### config.mk
export PLATFORM = sky130hd
export DESIGN_NAME = pwxc_pair_scheduler_flat
export DESIGN_NICKNAME = d
export VERILOG_FILES = /design/src/rtl/pwxc_pair_scheduler_if.sv /design/src/rtl/pwxc_pair_scheduler.sv /design/src/flat_wrapper.sv
export SDC_FILE = /design/constraint.sdc
export NUM_CORES = 1
export LEC_CHECK = 0
export CORE_ASPECT_RATIO = 1.1
export CORE_UTILIZATION = 50
export CTS_BUF_LIST = sky130_fd_sc_hd__clkbuf_8
export DETAILED_ROUTE_END_ITERATION = 16
export DONT_BUFFER_PORTS = 1
export GPL_ROUTABILITY_DRIVEN = 0
export HOLD_SLACK_MARGIN = 0.1
export PLACE_DENSITY_LB_ADDON = 0.12
export SLEW_MARGIN = 20
export SYNTH_ARGS = -nofsm -noshare
export SYNTH_HDL_FRONTEND = slang
export SYNTH_SLANG_ARGS = --single-unit
### constraint.sdc
create_clock -name clk -period 21.6 [get_ports clk]
set_clock_uncertainty 0.05 [all_clocks]
set_input_delay 4.32 -clock clk [delete_from_list [all_inputs] [get_ports clk]]
set_output_delay 4.32 -clock clk [all_outputs]
set_load 0.01 [all_outputs]
### src/rtl/pwxc_pair_scheduler_if.sv
// Result stream from the pair scheduler to the feature-extraction consumer.
//   res_valid : FIFO head holds a result
//   res_ready : consumer accepts the head this cycle
//   res_data  : correlation value
//   res_ch_a  : channel streamed on the A port
//   res_ch_b  : channel streamed on the B port
//   res_lag   : lag index within the pair
interface pwxc_pair_scheduler_if #(
  parameter int unsigned NUM_CH     = 4,
  parameter int unsigned M          = 64,
  parameter int unsigned N          = 32,
  parameter int unsigned DATA_WIDTH = 16
);
  localparam int unsigned CH_W  = (NUM_CH > 1) ? $clog2(NUM_CH) : 1;
  localparam int unsigned NRES  = M - N + 1;
  localparam int unsigned LAG_W = (NRES > 1) ? $clog2(NRES) : 1;

  logic                           res_valid;
  logic                           res_ready;
  logic signed [2*DATA_WIDTH-1:0] res_data;
  logic [CH_W-1:0]                res_ch_a;
  logic [CH_W-1:0]                res_ch_b;
  logic [LAG_W-1:0]               res_lag;

  modport master (
    output res_valid, res_data, res_ch_a, res_ch_b, res_lag,
    input  res_ready
  );

  modport slave (
    input  res_valid, res_data, res_ch_a, res_ch_b, res_lag,
    output res_ready
  );
endinterface

### src/rtl/pwxc_pair_scheduler.sv
// Pair scheduler for a shared cross-correlation datapath. For every channel
// pair it resets the correlator, primes it, streams M samples of channel a
// on the A port then N samples of channel b on the B port, and collects the
// M-N+1 lag results into a small output FIFO tagged with (a, b, lag).
//
// Ports:
//   clk, reset          : clock, asynchronous active-high reset
//   start / busy / done : sweep control and status
//   rd_en/rd_ch/rd_addr : sample RAM read request (data returns next cycle)
//   rd_data             : sample RAM read data
//   xc_reset, xc_valid_a/b, xc_a/b : correlator drive (xc_reset includes reset)
//   xc_valid_out, xc_corr          : correlator result
//   res (interface)     : ready/valid result stream
//   err_overflow        : sticky, a result was dropped on a full FIFO
//   err_timeout         : sticky, a pair was abandoned waiting for results
//
// Build option: define PWXC_AUTOCORR_EN to include the a==b pairs.
module pwxc_pair_scheduler #(
  parameter int unsigned NUM_CH     = 4,
  parameter int unsigned M          = 64,
  parameter int unsigned N          = 32,
  parameter int unsigned DATA_WIDTH = 16,
  parameter int unsigned FIFO_DEPTH = 4,
  parameter int unsigned TIMEOUT    = 4096,
  localparam int unsigned CH_W      = (NUM_CH > 1) ? $clog2(NUM_CH) : 1,
  localparam int unsigned ADDR_W    = (M > 1) ? $clog2(M) : 1
) (
  input  logic                           clk,
  input  logic                           reset,
  input  logic                           start,
  output logic                           busy,
  output logic                           done,
  output logic                           rd_en,
  output logic [CH_W-1:0]                rd_ch,
  output logic [ADDR_W-1:0]              rd_addr,
  input  logic signed [DATA_WIDTH-1:0]   rd_data,
  output logic                           xc_reset,
  output logic                           xc_valid_a,
  output logic                           xc_valid_b,
  output logic signed [DATA_WIDTH-1:0]   xc_a,
  output logic signed [DATA_WIDTH-1:0]   xc_b,
  input  logic                           xc_valid_out,
  input  logic signed [2*DATA_WIDTH-1:0] xc_corr,
  pwxc_pair_scheduler_if.master          res,
  output logic                           err_overflow,
  output logic                           err_timeout
);

  localparam int unsigned NRES   = M - N + 1;
  localparam int unsigned LAG_W  = (NRES > 1) ? $clog2(NRES) : 1;
  localparam int unsigned WAIT_W = (TIMEOUT > 1) ? $clog2(TIMEOUT) : 1;
  localparam int unsigned PTR_W  = (FIFO_DEPTH > 1) ? $clog2(FIFO_DEPTH) : 1;
  localparam int unsigned CNT_W  = $clog2(FIFO_DEPTH + 1);

  // Offset of the first b channel relative to a: 0 includes the diagonal.
`ifdef PWXC_AUTOCORR_EN
  localparam int unsigned B_OFF = 0;
`else
  localparam int unsigned B_OFF = 1;
`endif
  localparam int unsigned A_LAST = NUM_CH - 1 - B_OFF;

  typedef enum logic [2:0] {
    S_IDLE,
    S_XRST,
    S_PRIME,
    S_LOAD_A,
    S_LOAD_B,
    S_WAIT_RES,
    S_NEXT,
    S_DONE
  } state_t;

  state_t            st, st_d;
  logic [ADDR_W-1:0] cnt, cnt_d;
  logic [CH_W-1:0]   pa, pa_d, pb, pb_d;
  logic [LAG_W-1:0]  lag, lag_d;
  logic [WAIT_W-1:0] wait_cnt, wait_d;
  logic              clr_err_c, set_tmo_c, push_c;
  logic              xrst_pulse;
  logic              pend_a, pend_b;

  // FIFO storage and pointers
  logic signed [2*DATA_WIDTH-1:0] f_data [FIFO_DEPTH];
  logic [CH_W-1:0]                f_ch_a [FIFO_DEPTH];
  logic [CH_W-1:0]                f_ch_b [FIFO_DEPTH];
  logic [LAG_W-1:0]               f_lag  [FIFO_DEPTH];
  logic [PTR_W-1:0]               wp, rp;
  logic [CNT_W-1:0]               f_cnt;
  logic                           full_c, pop_c, wr_c;

  assign xc_reset = reset | xrst_pulse;

  // Next-state and per-pair bookkeeping
  always_comb begin
    st_d      = st;
    cnt_d     = cnt;
    pa_d      = pa;
    pb_d      = pb;
    lag_d     = lag;
    wait_d    = wait_cnt;
    clr_err_c = 1'b0;
    set_tmo_c = 1'b0;
    push_c    = 1'b0;
    case (st)
      S_IDLE: begin
        if (start) begin
          st_d      = S_XRST;
          pa_d      = '0;
          pb_d      = CH_W'(B_OFF);
          clr_err_c = 1'b1;
        end
      end
      S_XRST:  st_d = S_PRIME;
      S_PRIME: begin
        st_d  = S_LOAD_A;
        cnt_d = '0;
      end
      S_LOAD_A: begin
        if (cnt == ADDR_W'(M - 1)) begin
          st_d  = S_LOAD_B;
          cnt_d = '0;
        end else begin
          cnt_d = cnt + ADDR_W'(1);
        end
      end
      S_LOAD_B: begin
        if (cnt == ADDR_W'(N - 1)) begin
          st_d   = S_WAIT_RES;
          cnt_d  = '0;
          lag_d  = '0;
          wait_d = '0;
        end else begin
          cnt_d = cnt + ADDR_W'(1);
        end
      end
      S_WAIT_RES: begin
        wait_d = wait_cnt + WAIT_W'(1);
        if (xc_valid_out) begin
          push_c = 1'b1;
          lag_d  = lag + LAG_W'(1);
        end
        if (xc_valid_out && (lag == LAG_W'(NRES - 1))) begin
          st_d = S_NEXT;
        end else if (wait_cnt == WAIT_W'(TIMEOUT - 1)) begin
          st_d      = S_NEXT;
          set_tmo_c = 1'b1;
        end
      end
      S_NEXT: begin
        if (pb == CH_W'(NUM_CH - 1)) begin
          if (pa == CH_W'(A_LAST)) begin
            st_d = S_DONE;
          end else begin
            pa_d = pa + CH_W'(1);
            pb_d = pa + CH_W'(1 + B_OFF);
            st_d = S_XRST;
          end
        end else begin
          pb_d = pb + CH_W'(1);
          st_d = S_XRST;
        end
      end
      S_DONE:  st_d = S_IDLE;
      default: st_d = S_IDLE;
    endcase
  end

  // State register; outputs are decoded from the next state so they line
  // up with the state they belong to.
  always_ff @(posedge clk or posedge reset) begin
    if (reset) begin
      st          <= S_IDLE;
      cnt         <= '0;
      pa          <= '0;
      pb          <= '0;
      lag         <= '0;
      wait_cnt    <= '0;
      busy        <= 1'b0;
      done        <= 1'b0;
      xrst_pulse  <= 1'b0;
      rd_en       <= 1'b0;
      rd_ch       <= '0;
      rd_addr     <= '0;
      pend_a      <= 1'b0;
      pend_b      <= 1'b0;
      xc_valid_a  <= 1'b0;
      xc_valid_b  <= 1'b0;
      xc_a        <= '0;
      xc_b        <= '0;
      err_timeout <= 1'b0;
    end else begin
      st         <= st_d;
      cnt        <= cnt_d;
      pa         <= pa_d;
      pb         <= pb_d;
      lag        <= lag_d;
      wait_cnt   <= wait_d;
      busy       <= (st_d != S_IDLE);
      done       <= (st_d == S_DONE);
      xrst_pulse <= (st_d == S_XRST);
      rd_en      <= (st_d == S_LOAD_A) || (st_d == S_LOAD_B);
      rd_ch      <= (st_d == S_LOAD_B) ? pb_d : ((st_d == S_LOAD_A) ? pa_d : '0);
      rd_addr    <= ((st_d == S_LOAD_A) || (st_d == S_LOAD_B)) ? cnt_d : '0;
      // RAM data lands the cycle after the read; it is registered onto the
      // correlator port one cycle later.
      pend_a     <= (st == S_LOAD_A);
      pend_b     <= (st == S_LOAD_B);
      // The prime strobe carries a zero sample the correlator discards.
      xc_valid_a <= pend_a || (st_d == S_PRIME);
      xc_a       <= pend_a ? rd_data : '0;
      xc_valid_b <= pend_b;
      xc_b       <= pend_b ? rd_data : '0;
      if (clr_err_c) begin
        err_timeout <= 1'b0;
      end else if (set_tmo_c) begin
        err_timeout <= 1'b1;
      end
    end
  end

  // Output FIFO: a push on a full FIFO only succeeds when a pop frees a slot.
  assign full_c = (f_cnt == CNT_W'(FIFO_DEPTH));
  assign pop_c  = (f_cnt != '0) && res.res_ready;
  assign wr_c   = push_c && (!full_c || pop_c);

  function automatic logic [PTR_W-1:0] ptr_inc(input logic [PTR_W-1:0] p);
    return (p == PTR_W'(FIFO_DEPTH - 1)) ? '0 : p + PTR_W'(1);
  endfunction

  always_ff @(posedge clk or posedge reset) begin
    if (reset) begin
      wp           <= '0;
      rp           <= '0;
      f_cnt        <= '0;
      err_overflow <= 1'b0;
      for (int i = 0; i < int'(FIFO_DEPTH); i++) begin
        f_data[i] <= '0;
        f_ch_a[i] <= '0;
        f_ch_b[i] <= '0;
        f_lag[i]  <= '0;
      end
    end else begin
      if (wr_c) begin
        f_data[wp] <= xc_corr;
        f_ch_a[wp] <= pa;
        f_ch_b[wp] <= pb;
        f_lag[wp]  <= lag;
        wp         <= ptr_inc(wp);
      end
      if (pop_c) begin
        rp <= ptr_inc(rp);
      end
      case ({wr_c, pop_c})
        2'b10:   f_cnt <= f_cnt + CNT_W'(1);
        2'b01:   f_cnt <= f_cnt - CNT_W'(1);
        default: f_cnt <= f_cnt;
      endcase
      if (clr_err_c) begin
        err_overflow <= 1'b0;
      end else if (push_c && full_c && !pop_c) begin
        err_overflow <= 1'b1;
      end
    end
  end

  assign res.res_valid = (f_cnt != '0);
  assign res.res_data  = f_data[rp];
  assign res.res_ch_a  = f_ch_a[rp];
  assign res.res_ch_b  = f_ch_b[rp];
  assign res.res_lag   = f_lag[rp];

endmodule

### src/flat_wrapper.sv
// flat-port wrapper written by rule: the top's interface ports become plain ports
module pwxc_pair_scheduler_flat 
#(
  parameter int unsigned NUM_CH     = 4,
  parameter int unsigned M          = 64,
  parameter int unsigned N          = 32,
  parameter int unsigned DATA_WIDTH = 16,
  parameter int unsigned FIFO_DEPTH = 4,
  parameter int unsigned TIMEOUT    = 4096,
  localparam int unsigned CH_W      = (NUM_CH > 1) ? $clog2(NUM_CH) : 1,
  localparam int unsigned ADDR_W    = (M > 1) ? $clog2(M) : 1
)
  (clk, reset, start, busy, done, rd_en, rd_ch, rd_addr, rd_data, xc_reset, xc_valid_a, xc_valid_b, xc_a, xc_b, xc_valid_out, xc_corr, err_overflow, err_timeout, res_res_valid, res_res_data, res_res_ch_a, res_res_ch_b, res_res_lag, res_res_ready);
  pwxc_pair_scheduler_if #(.NUM_CH(NUM_CH), .M(M), .N(N), .DATA_WIDTH(DATA_WIDTH)) res_i ();
  input  logic clk;
  input  logic reset;
  input  logic start;
  output logic busy;
  output logic done;
  output logic rd_en;
  output logic [CH_W-1:0] rd_ch;
  output logic [ADDR_W-1:0] rd_addr;
  input  logic signed [DATA_WIDTH-1:0] rd_data;
  output logic xc_reset;
  output logic xc_valid_a;
  output logic xc_valid_b;
  output logic signed [DATA_WIDTH-1:0] xc_a;
  output logic signed [DATA_WIDTH-1:0] xc_b;
  input  logic xc_valid_out;
  input  logic signed [2*DATA_WIDTH-1:0] xc_corr;
  output logic err_overflow;
  output logic err_timeout;
  output wire logic [$bits(res_i.res_valid)-1:0] res_res_valid;
  output wire logic [$bits(res_i.res_data)-1:0] res_res_data;
  output wire logic [$bits(res_i.res_ch_a)-1:0] res_res_ch_a;
  output wire logic [$bits(res_i.res_ch_b)-1:0] res_res_ch_b;
  output wire logic [$bits(res_i.res_lag)-1:0] res_res_lag;
  input wire logic [$bits(res_i.res_ready)-1:0] res_res_ready;
  assign res_res_valid = res_i.res_valid;
  assign res_res_data = res_i.res_data;
  assign res_res_ch_a = res_i.res_ch_a;
  assign res_res_ch_b = res_i.res_ch_b;
  assign res_res_lag = res_i.res_lag;
  assign res_i.res_ready = res_res_ready;
  pwxc_pair_scheduler #(.NUM_CH(NUM_CH), .M(M), .N(N), .DATA_WIDTH(DATA_WIDTH), .FIFO_DEPTH(FIFO_DEPTH), .TIMEOUT(TIMEOUT)) u_core (.clk(clk), .reset(reset), .start(start), .busy(busy), .done(done), .rd_en(rd_en), .rd_ch(rd_ch), .rd_addr(rd_addr), .rd_data(rd_data), .xc_reset(xc_reset), .xc_valid_a(xc_valid_a), .xc_valid_b(xc_valid_b), .xc_a(xc_a), .xc_b(xc_b), .xc_valid_out(xc_valid_out), .xc_corr(xc_corr), .res(res_i), .err_overflow(err_overflow), .err_timeout(err_timeout));
endmodule
# Word-level counts from Yosys, hierarchy flattened
# Cells that the tools add are included.
# Widths: inputs -> output; s select.
[op_classes]
n_addsub = 10
n_lt_le_gt_ge = 3
n_eq_ne = 25
mux = 65
bitwise = 3
reduce_logical = 20
[ops]
columns = ["op", "n"]
rows = [
  ["$bwmux 128", 1],
  ["$mux 32", 3],
  ["$bmux 32 s2", 1],
  ["$demux 32 s2", 1],
  ["$mux 6", 8],
  ["$mux 16", 2],
  ["$mux 2", 15],
  ["$bwmux 24", 1],
  ["$pmux 12 s2", 1],
  ["$pmux 3 s8", 1],
  ["$eq 3x3->1 const B", 7],
  ["$mux 3", 7],
  ["$pmux 6 s3", 1],
  ["$bwmux 8", 2],
  ["$add 12x1->12 const B", 1],
  ["$add 6x1->6 const B", 2],
  ["$bmux 6 s2", 1],
  ["$demux 6 s2", 1],
  ["$eq 12x12->1 const B", 1],
  ["$eq 3x2->1 const B", 4],
  ["$eq 6x6->1 const B", 2],
  ["$mux 12", 1],
  ["$pmux 6 s2", 1],
  ["$mux 1", 11],
  ["other kinds (26)", 50],
]
[totals]
register_bits = 256
out_inout_bits = 91

# Longest topological paths before layout
# Gate-level depths: netlist of run 1.
[depth]
depth_word = 7
ltp_mapped = 11
mapped_depth_nobuf = 10

# Least setup slack after synthesis of run 1
# OpenSTA, ideal clock, no wires.
[synth_path]
path_type = "in2out"
startpoint = "in reset"
endpoint = "out xc_reset"
arrival_ns = 4.608
slack_ns = 12.622
path_stages = 1
path_buffers = 0
path_cell_list = "or2_2"
[synth_via]
elab_chain_len = 1
[synth_rtl]
columns = ["element", "line", "rtl"]
rows = [
  ["start, declared", "flat_wrapper.sv:16", "input logic reset;"],
  ["$or 1x1->1", "pwxc_pair_scheduler.sv:92", "assign xc_reset = reset | xrst_pulse;"],
  ["end, declared", "flat_wrapper.sv:24", "output logic xc_reset;"],
]
# No other way between the ends.

# Worst setup path in the final report of run 1
# Same ends and word-level chain as after synthesis.

==> results of run 1 <==
==> worst register-to-register path: cells and delay by family, from the launching register on <==
kind	cells	cell delay, ns
flops	1	0.65
simple gates	4	1.39
mux	1	0.52
==> sequential cells by signal (all words and copies together), names as in the netlist, 6 cells and up <==
name,cells
u_core.f_data,128
u_core.f_lag,24
u_core.xc_a,16
u_core.xc_b,16
u_core.wait_cnt,12
u_core.f_ch_a,8
u_core.f_ch_b,8
u_core.cnt,6
u_core.lag,6
u_core.rd_addr,6
==> final cells by class <==
| type | count | area [um2] | share of cell area |
|---|---|---|---|
| Sequential cell | 256 | 6410 | 0.535 |
| Clock inverter | 18 | 77.6 | 0.00647 |
| Multi-Input combinational cell | 442 | 4340 | 0.362 |
| Timing Repair Buffer | 4 | 33.8 | 0.00282 |
| Inverter | 20 | 82.6 | 0.00689 |
| Tap cell | 290 | 363 | 0.0303 |
| Clock buffer | 49 | 674 | 0.0563 |
==> power by group through the flow <==
stage                     Combinational (mW)  Sequential [mW]  Clock (mW)
after floorplan                      0.00835            0.491           0
after global placement                0.0107            0.491           0
after detailed placement              0.0117            0.491           0
after CTS                             0.0116            0.483       0.396
after global routing                  0.0132            0.482       0.419
final                                 0.0109            0.483       0.381
==> logic make-up after synthesis <==
family,synth area share
flops,0.580
buf+inv,0.0270
fa+ha+maj,0.0165
mux,0.259
xor+xnor,0.00872
simple gates,0.0734
compound gates,0.0353
==> layer usage <==
metal | track usage | vias to the layer above
li1 | - | 2726
met1 | 0.247 | 3186
met2 | 0.357 | 157
met3 | 0.0672 | 37
met4 | 0.0684 | 0
met5 | 0 | -
==> stage by stage <==
stage	instance area [um2]	setup slack [ns]	util
6_report	12000	12.62	0.557
5_1_grt	12000	12.62	0.557
4_1_cts	12000	12.62	0.557
3_5_place_dp	11200	12.62	0.522
3_3_place_gp	11200	12.61	0.522
2_1_floorplan	11000	10.19	-
==> worst min path at each step <==
stage	startpoint	to	slack (ns)
after floorplan	u_core.pend_b	u_core.xc_valid_b	0.38
after global placement	u_core.f_data[50]	u_core.f_data[50]	0.42
after detailed placement	u_core.f_data[6]	u_core.f_data[6]	0.43
after CTS	u_core.f_data[6]	u_core.f_data[6]	0.44
after global routing	u_core.f_data[14]	u_core.f_data[14]	0.45
final	u_core.f_data[6]	u_core.f_data[6]	0.43
==> layout by cell type, fill, tap and decap left out, types with 2 or more instances in the layout <==
cell	Yosys	layout
o31ai_1	4	4
mux2_2	2	2
buf_4	17	3
and2_1	34	34
a21oi_1	12	12
o211ai_1	3	3
a31oi_1	2	2
xor2_1	7	7
mux4_2	42	42
nor4_1	4	4
or3_1	3	3
or2_2	2	2
nand4_1	7	7
clkinv_2	0	8
a22o_1	4	4
nor3_1	3	3
nand2_2	2	2
nand2_1	33	33
nand3b_1	2	2
mux2_1	168	168
and3_1	3	3
clkbuf_8	0	49
nor2b_1	2	2
o21a_1	2	2
nand3_1	16	16
inv_1	19	28
nand2_4	3	3
o21ai_0	15	15
nor2_1	19	19
o21ai_1	9	9
xnor2_1	4	4
ha_1	13	13
a21o_1	7	7
dfrtp_1	256	254
==> results.md, run 1 <==
* Status: completed
* Maxcap violations at 0
* Final cycle utilization of the critical path at 0.416
* Placeable Area at 0.0215 mm2
* EDFF count, synth at 0
* Reg power frac at 0.552
* Clock sinks at 256
* Yosys top cell area share at 0.580
* Crit end category: output port
* Combinational power share at 0.012
* Slowest stage delay, CP at 0.29 ns
* Pwr Total at 0.875 mW
* Initial DRC Count at 287
* DR vias at 6106
* Cell count after synthesis at 758
* Post-Syn Area at 0.0110 mm2
* Initial antenna violation count at 0
* Crit-path max FO at 2
* P_leak at 5.98 nW
* TritonCTS clock tree: built
* Syn avg cell area at 14.6 um2
* Dominant synthesized flop cell: dfrtp_1
* Flops & latches, synth at 256
* Pwr dens at 73.0 mW/mm2
* Post-layout min period at 8.98 ns
* CTS resizes at 0
* Reg2reg end: u_core.f_data[53]
* Post-route ant nets at 0
* Htree depth at 2
* Critical path's slowest cell: or2_2
* NetSw at 0.188 mW
* Vias per cell at 5.66
* Worst skew pair latency at 0.52 ns
* Hold-fix buffers, CTS at 0
* Fmax at 111 MHz
* Levels on crit path at 1
* Highest routed metal layer: met4
* Synth warn at 0
* FF-to-FF setup slack at 18.84 ns
* Number of global-route vias before repair at 6859
* Initial core utilization at 0.513
* First-pass GRT wire length at 36.0 mm
* Ranking of synthesized cells by area: dfrtp_1, mux2_1, mux4_2, and2_1, ha_1
* # port buffers at 0
* HP Class: flip-flop to flip-flop
* Met3 wire len at 1.60 mm
* Cell taking the most area after synthesis: dfrtp_1
* Slew Limit Fails at 0
* Filler cells at 1777
* Drc violations at 0
* Post-Place Cells at 1012
* Critical Path AT at 4.61 ns
* Final Setup Violations at 0
* Syn Nets at 825
* RSZ-0062 raised after global routing: no
* Grt total ovfl at 0
* Worst Setup SP: reset
* Commonest cells in the netlist: dfrtp_1, mux2_1, mux4_2
* Nets@finish at 832
* Fraction of layout cells with a size suffix above 1 at 0.153
* Sw Ratio at 0.215
* Final Non-Filler Cells at 1079
* Final wirelength at 22.1 mm
* Required @ worst endpoint at 17.23 ns
* Crit-path cells: or2_2
* Drt first pass iters at 4
* Hold Crit Depth at 1
* Gr usage total at 0.208
* Async SR Flop Fraction at 1.00
* Number of cells on the worst reg-to-reg path at 5
* CP Buf/Inv Count at 0
* Setup TNS Final at 0 ns
* Startpoint class of the critical path: primary input
* Hold_ws at 0.432 ns
* Seq/Total Area, Yosys at 0.580
* Routed WL per cell at 20.5 um
* Largest net degree at the start of global routing at 105
* Post-CTS Setup Repair Bufs at 0
* Reg clk slew, reported paths at 0.05 ns
* Die Area at 0.0227 mm2
* Peak supply drop at 0.0000483 V
* R2R Path Start: u_core.st[0]
* Diode count at 0
* Cell row count at 56
* Clock share of power at 0.435
* Final hold viol count at 0
* Worst-Margin Slew at 0.955 ns
* DIE HEIGHT at 158 um
* Int Pwr at 0.687 mW
* Family with the most delay on the worst path: simple AND/OR/NAND/NOR gates
* Clock tree buffer depth at 3
* Slew Limit Headroom at 0.363
* Routed wl met2 at 11.3 mm
* Most numerous cell in the Yosys netlist: dfrtp_1
* WL met1 at 8.78 mm
* Cts bufs inserted at 41
* Die Width at 144 um
* DP HPWL at 13.7 mm
* Worst Setup EP: xc_reset
* Syn-to-layout area delta at 8.50%
* Unique masters post-synth at 51
* I/O pins at 144
* Root buf cell: clkbuf_8
* Kind of critical path: primary input to output port
Power figures use the tool's default switching activity.
==> run 2: changes to the inputs <==
Clock period 21.6 ns to 8.25 ns, I/O delays scaled along.
==> run 2 against run 1 <==
Wire length is 1.0% lower; hold slack better by 0.0036 ns; sequential share of layout area is 0.43 points lower; via count hardly changed; combinational power grew to 2.7 times the previous value; sequential power grew to 2.6 times the previous value; utilization is 0.45 points higher; worst setup slack worse by 8.3 ns; critical path depth stayed put; power grew to 2.7 times the previous value; critical path type is now flip-flop to output port; largest cell class unchanged.
==> results.md, run 2 (synthesis results as in run 1) <==
* R2R Path Start: u_core.st[2]
* Slew Limit Fails at 0 (unchanged)
* Reg clk slew, reported paths at 0.06 ns (about the same)
* Final cycle utilization of the critical path at 0.482
* TritonCTS clock tree: built
* Clock tree buffer depth at 3 (unchanged)
* Final hold viol count at 0 (unchanged)
* Largest register FFs at 128 (unchanged)
* HP Start: u_core.f_ch_a[1]
* Fraction of layout cells with a size suffix above 1 at 0.159 (+0.00559)
* Slew Limit Headroom at 0.366 (+0.00280)
* CP Buf/Inv Count at 0 (unchanged)
* Status: completed
* Number of global-route vias before repair at 6694 (-2.4%)
* Reg2reg end: u_core.f_data[36]
* # port buffers at 0 (unchanged)
* Required @ worst endpoint at 6.55 ns (-10.68 ns)
* Final wirelength at 21.8 mm (-1.0%)
* P_leak at 6.03 nW (+0.77%)
* Gr usage total at 0.205 (-0.00291)
* Routed WL per cell at 20.1 um (-1.9%)
* Hold_ws at 0.435 ns (+0.00360 ns)
* Pwr dens at 195 mW/mm2 (+170%)
* Slowest stage delay, CP at 1.06 ns (+0.77 ns)
* Top flop regs: u_core.f_data (128), u_core.f_lag (24)
* Final Setup Violations at 0 (unchanged)
* Most frequent cells in the layout: dfrtp_1, mux2_1, clkbuf_8
* Clock sinks at 256 (unchanged)
* Root buf cell: clkbuf_8
* Largest net degree at the start of global routing at 133 (+27%)
* Crit-path cells: mux4_2
* Worst-Margin Slew at 0.951 ns (-0.00420 ns)
* Die Width at 144 um (unchanged)
* RSZ-0062 raised after global routing: no
* Family with the most delay on the worst path: flip-flops
* Placeable Area at 0.0215 mm2 (unchanged)
* HP Class: flip-flop to flip-flop
* Kind of critical path: flip-flop to output port
* Post-CTS Setup Repair Bufs at 0 (unchanged)
* Post-layout min period at 3.98 ns
* Cts bufs inserted at 42 (+2.4%)
* CTS resizes at 0 (unchanged)
* Cell row count at 56 (unchanged)
* Crit end category: output port
* Final Non-Filler Cells at 1089 (+0.93%)
* Post-route ant nets at 0 (unchanged)
* Syn-to-layout area delta at 9.38%
* Number of cells on the worst reg-to-reg path at 5 (unchanged)
* Peak supply drop at 0.000148 V (+210%)
* Nets@finish at 834 (+0.24%)
* Drc violations at 0 (unchanged)
* DIE HEIGHT at 158 um (unchanged)
* Initial DRC Count at 265 (-7.7%)
* Critical path's slowest cell: dfrtp_4
* Diode count at 0 (unchanged)
* Drt first pass iters at 4 (unchanged)
* DP HPWL at 13.4 mm (-2.5%)
* Grt total ovfl at 0 (unchanged)
* Initial core utilization at 0.513 (unchanged)
* Vias per cell at 5.61 (-0.82%)
* Post-Place Cells at 1013 (+0.099%)
* I/O pins at 144 (unchanged)
* Startpoint class of the critical path: flip-flop
* Fmax at 251 MHz
* DR vias at 6112 (+0.098%)
* Htree depth at 2 (unchanged)
* Critical Path AT at 2.28 ns (-2.33 ns)
* Most common cell after layout, fill and taps aside: dfrtp_1
* FF-to-FF setup slack at 5.47 ns (-13.37 ns)
* Maxcap violations at 0 (unchanged)
* Hold Crit Depth at 1 (unchanged)
* Pwr Total at 2.36 mW (+170%)
* Initial antenna violation count at 0 (unchanged)
* Crit-path max FO at 45 (+43)
* Hold-fix buffers, CTS at 0 (unchanged)
* Hold path endpoint: u_core.f_ch_a[1]
* Setup ws final at 4.27 ns (-8.34 ns)
* Place WS at 4.61 ns (-8.01 ns)
* Die Area at 0.0227 mm2 (unchanged)
* Setup TNS Final at 0 ns (unchanged)
* Worst skew pair latency at 0.53 ns (about the same)
* First-pass GRT wire length at 35.7 mm (-0.71%)
* Largest Register: u_core.f_data
==> run 2: power breakdown <==
| group | internal [mW] | switching, mW |
|---|---|---|
| clock network | 0.585 | 0.479 |
| logic | 0.00460 | 0.0244 |
| registers | 1.26 | 0.00403 |
| total | 1.85 | 0.508 |
==> run 2: layer usage <==
layer | track usage | share of wire | vias to the layer above
met1 | 0.246 | 0.41 | 3191
met5 | 0 | 0 | -
met2 | 0.361 | 0.51 | 140
met3 | 0.0596 | 0.062 | 30
li1 | - | - | 2751
met4 | 0.0562 | 0.016 | 0
==> run 2: worst max-delay path by stage <==
stage                       end  slack [ns]         start  cells past startpoint
2_1_floorplan       u_core.busy        3.18         reset                      1
3_3_place_gp           xc_reset        4.60         reset                      1
3_5_place_dp           xc_reset        4.61         reset                      1
4_1_cts        res_res_data[29]        4.15  u_core.rp[0]                      1
5_1_grt         res_res_ch_a[1]        4.10  u_core.rp[0]                      1
6_report        res_res_data[8]        4.27  u_core.rp[0]                      1
==> run 2: metrics by stage <==
stage / util / cell area [um2]
final: 0.562 / 12100
after global routing: 0.562 / 12100
after CTS: 0.562 / 12100
after detailed placement: 0.523 / 11200
after global placement: 0.523 / 11200
after floorplan: - / 11000
==> run 2: cell type report <==
type,count,area [um2]
sequential,256,6410
inverter,20,78.8
clock inverter,26,149
timing repair buffer,5,50.0
fill,1743,9430
tap,290,363
clock buffer,50,688
multi-input combinational,442,4340
==> run 2: worst register-to-register path: cells and delay by family (launching register included) <==
family           cells  cell delay, ns
flip-flops           1            0.66
multiplexers         1            0.59
AND/OR/NAND/NOR      4            1.35
==> run 3: changes to the inputs <==
Clock period 8.25 ns to 3.8 ns, I/O delays scaled along.
==> run 3 against run 2 <==
Register-to-register slack got worse by 4.7 ns; critical endpoint is now u_core.f_data[79]; utilization rose by 0.11 points; combinational power rose by 120%; largest cell class unchanged; die area did not move; non-clock buffer count rose by 1; critical path type is now flip-flop to flip-flop; hold slack got worse by 0.26 ns; wire length rose by 0.40%; sequential power rose by 120%.
==> results.md, run 3 (synthesis results as in run 1) <==
* Crit-path max FO at 27 (-40%)
* Worst Setup SP: u_core.st[0]
* Post-Place Cells at 1014 (+0.099%)
* Hold-fix buffers, CTS at 0 (unchanged)
* Die Width at 144 um (unchanged)
* Placeable Area at 0.0215 mm2 (unchanged)
* Highest routed metal layer: met4
* Most frequent cells in the layout: dfrtp_1, mux2_1, clkbuf_8
* Diode count at 0 (unchanged)
* # port buffers at 0 (unchanged)
* Final Setup Violations at 0 (unchanged)
* I/O pins at 144 (unchanged)
* Kind of critical path: flip-flop to flip-flop
* TritonCTS clock tree: built
* Crit-path cells: and3b_1 > nand2_2 > nor2_8 > nand2_2 > buf_4 > mux2_1
* Largest net degree at the start of global routing at 162 (+22%)
* Pwr dens at 430 mW/mm2 (+120%)
* Top flop regs: u_core.f_data (128), u_core.f_lag (24)
* Initial antenna violation count at 0 (unchanged)
* Cell row count at 56 (unchanged)
* Most used cell, CP: nand2_2
* Htree depth at 2 (unchanged)
* WL met1 at 9.05 mm (+1.3%)
* Largest Register: u_core.f_data
* Post-route ant nets at 0 (unchanged)
* Grt total ovfl at 0 (unchanged)
* Final cycle utilization of the critical path at 0.793
* Place WS at 0.763 ns (-3.84 ns)
* Slew Limit Headroom at 0.418 (+0.0516)
* Fmax at 332 MHz
* Most common cell after layout, fill and taps aside: dfrtp_1
* Hold_ws at 0.177 ns (-0.258 ns)
* Cts bufs inserted at 43 (+2.4%)
* Post-layout min period at 3.01 ns
* Final Non-Filler Cells at 1081 (-0.73%)
* Post-CTS Setup Repair Bufs at 0 (unchanged)
* Final hold viol count at 0 (unchanged)
* Final Cell Area at 0.0121 mm2 (+0.20%)
* Reg clk slew, reported paths at 0.07 ns (about the same)
* Initial DRC Count at 274 (+3.4%)
* Critical Path AT at 3.37 ns (+1.09 ns)
* P_leak at 6.01 nW (-0.27%)
* Vias per cell at 5.70 (+1.6%)
* HP Class: primary input to asynchronous set/reset pin
* R2R Path Start: u_core.st[0]
* Status: completed
* Crit end category: flip-flop
* Maxcap violations at 0 (unchanged)
* Number of global-route vias before repair at 6886 (+2.9%)
* Routed wl met2 at 11.0 mm (-1.3%)
* Worst skew pair latency at 0.55 ns (+0.02 ns)
* Critical path's slowest cell: dfrtp_1
* Largest register FFs at 128 (unchanged)
* Final Util at 0.563 (+0.00111)
* CTS resizes at 0 (unchanged)
* Fraction of layout cells with a size suffix above 1 at 0.157 (-0.00219)
* Drt first pass iters at 4 (unchanged)
* Worst-Margin Slew at 0.874 ns (-0.0774 ns)
* Setup TNS Final at 0 ns (unchanged)
* DR vias at 6163 (+0.83%)
* Clock sinks at 256 (unchanged)
* Setup ws final at 0.786 ns (-3.49 ns)
* Clock tree buffer depth at 3 (unchanged)
* RSZ-0062 raised after global routing: no
* Pwr Total at 5.20 mW (+120%)
* Die Area at 0.0227 mm2 (unchanged)
* Nets@finish at 836 (+0.24%)
* Gr usage total at 0.208 (+0.00217)
* Met3 wire len at 1.43 mm (+5.2%)
* First-pass GRT wire length at 36.3 mm (+1.5%)
* DP HPWL at 13.6 mm (+2.1%)
* Slowest stage delay, CP at 0.65 ns (-0.41 ns)
* Peak supply drop at 0.000309 V (+110%)
* Final wirelength at 21.9 mm (+0.40%)
* Required @ worst endpoint at 4.15 ns (-2.40 ns)
* Root buf cell: clkbuf_8
* Initial core utilization at 0.513 (unchanged)
* Startpoint class of the critical path: flip-flop
* Slew Limit Fails at 0 (unchanged)
* Placed Area at 0.0113 mm2 (+0.29%)
* Filler cells at 1768 (+1.4%)
* Routed WL per cell at 20.3 um (+1.1%)
* Drc violations at 0 (unchanged)
* Syn-to-layout area delta at 9.60%
* DIE HEIGHT at 158 um (unchanged)
## run 3: changes by cell type in the layout (fill, tap and decap cells not counted), sizes merged
cell / previous run / this run
clkbuf: 50 / 51
buf: 5 / 6
inv: 34 / 28
clkinv: 7 / 2
bufinv: 1 / 2
## run 3: power by group
group | leakage, nW | switching (mW) | internal, mW
combinational | 2.11 | 0.0534 | 0.0109
sequential | 3.45 | 0.00885 | 2.74
clock | 0.451 | 1.05 | 1.34
total | 6.01 | 1.11 | 4.09
## run 3: routing by layer
metal	GRT usage	up-vias
li1	-	2738
met1	0.257	3229
met2	0.353	159
met3	0.0547	37
met4	0.0684	0
met5	0	-
## run 3: area by class of cell
| type | count | area, um2 | share of cell area |
|---|---|---|---|
| Clock buffer | 51 | 702 | 0.0580 |
| Clock inverter | 16 | 126 | 0.0104 |
| Inverter | 20 | 78.8 | 0.00651 |
| Multi-Input combinational cell | 442 | 4340 | 0.359 |
| Sequential cell | 256 | 6410 | 0.530 |
| Tap cell | 290 | 363 | 0.0300 |
| Timing Repair Buffer | 6 | 82.6 | 0.00682 |
## run 3: path summary, 6_finish.rpt
path	slack, ns	depth (start not counted)	to
worst min-delay path	0.18	2	u_core.cnt[4]
worst max-delay path	0.79	6	u_core.f_data[79]
max in group asynchronous	2.71	2	u_core.rp[0]
min in group clk	0.25	1	u_core.err_overflow
worst min register to register	0.43	1	u_core.f_data[42]
worst max register to register	0.79	6	u_core.f_data[79]
## run 3: worst max-delay path, delay by kind of cell (launching register included)
| kind | cells | cell delay [ns] |
|---|---|---|
| AND/OR/NAND/NOR | 4 | 1.38 |
| flip-flops | 1 | 0.65 |
| buffers and inverters | 1 | 0.43 |
| multiplexers | 1 | 0.34 |
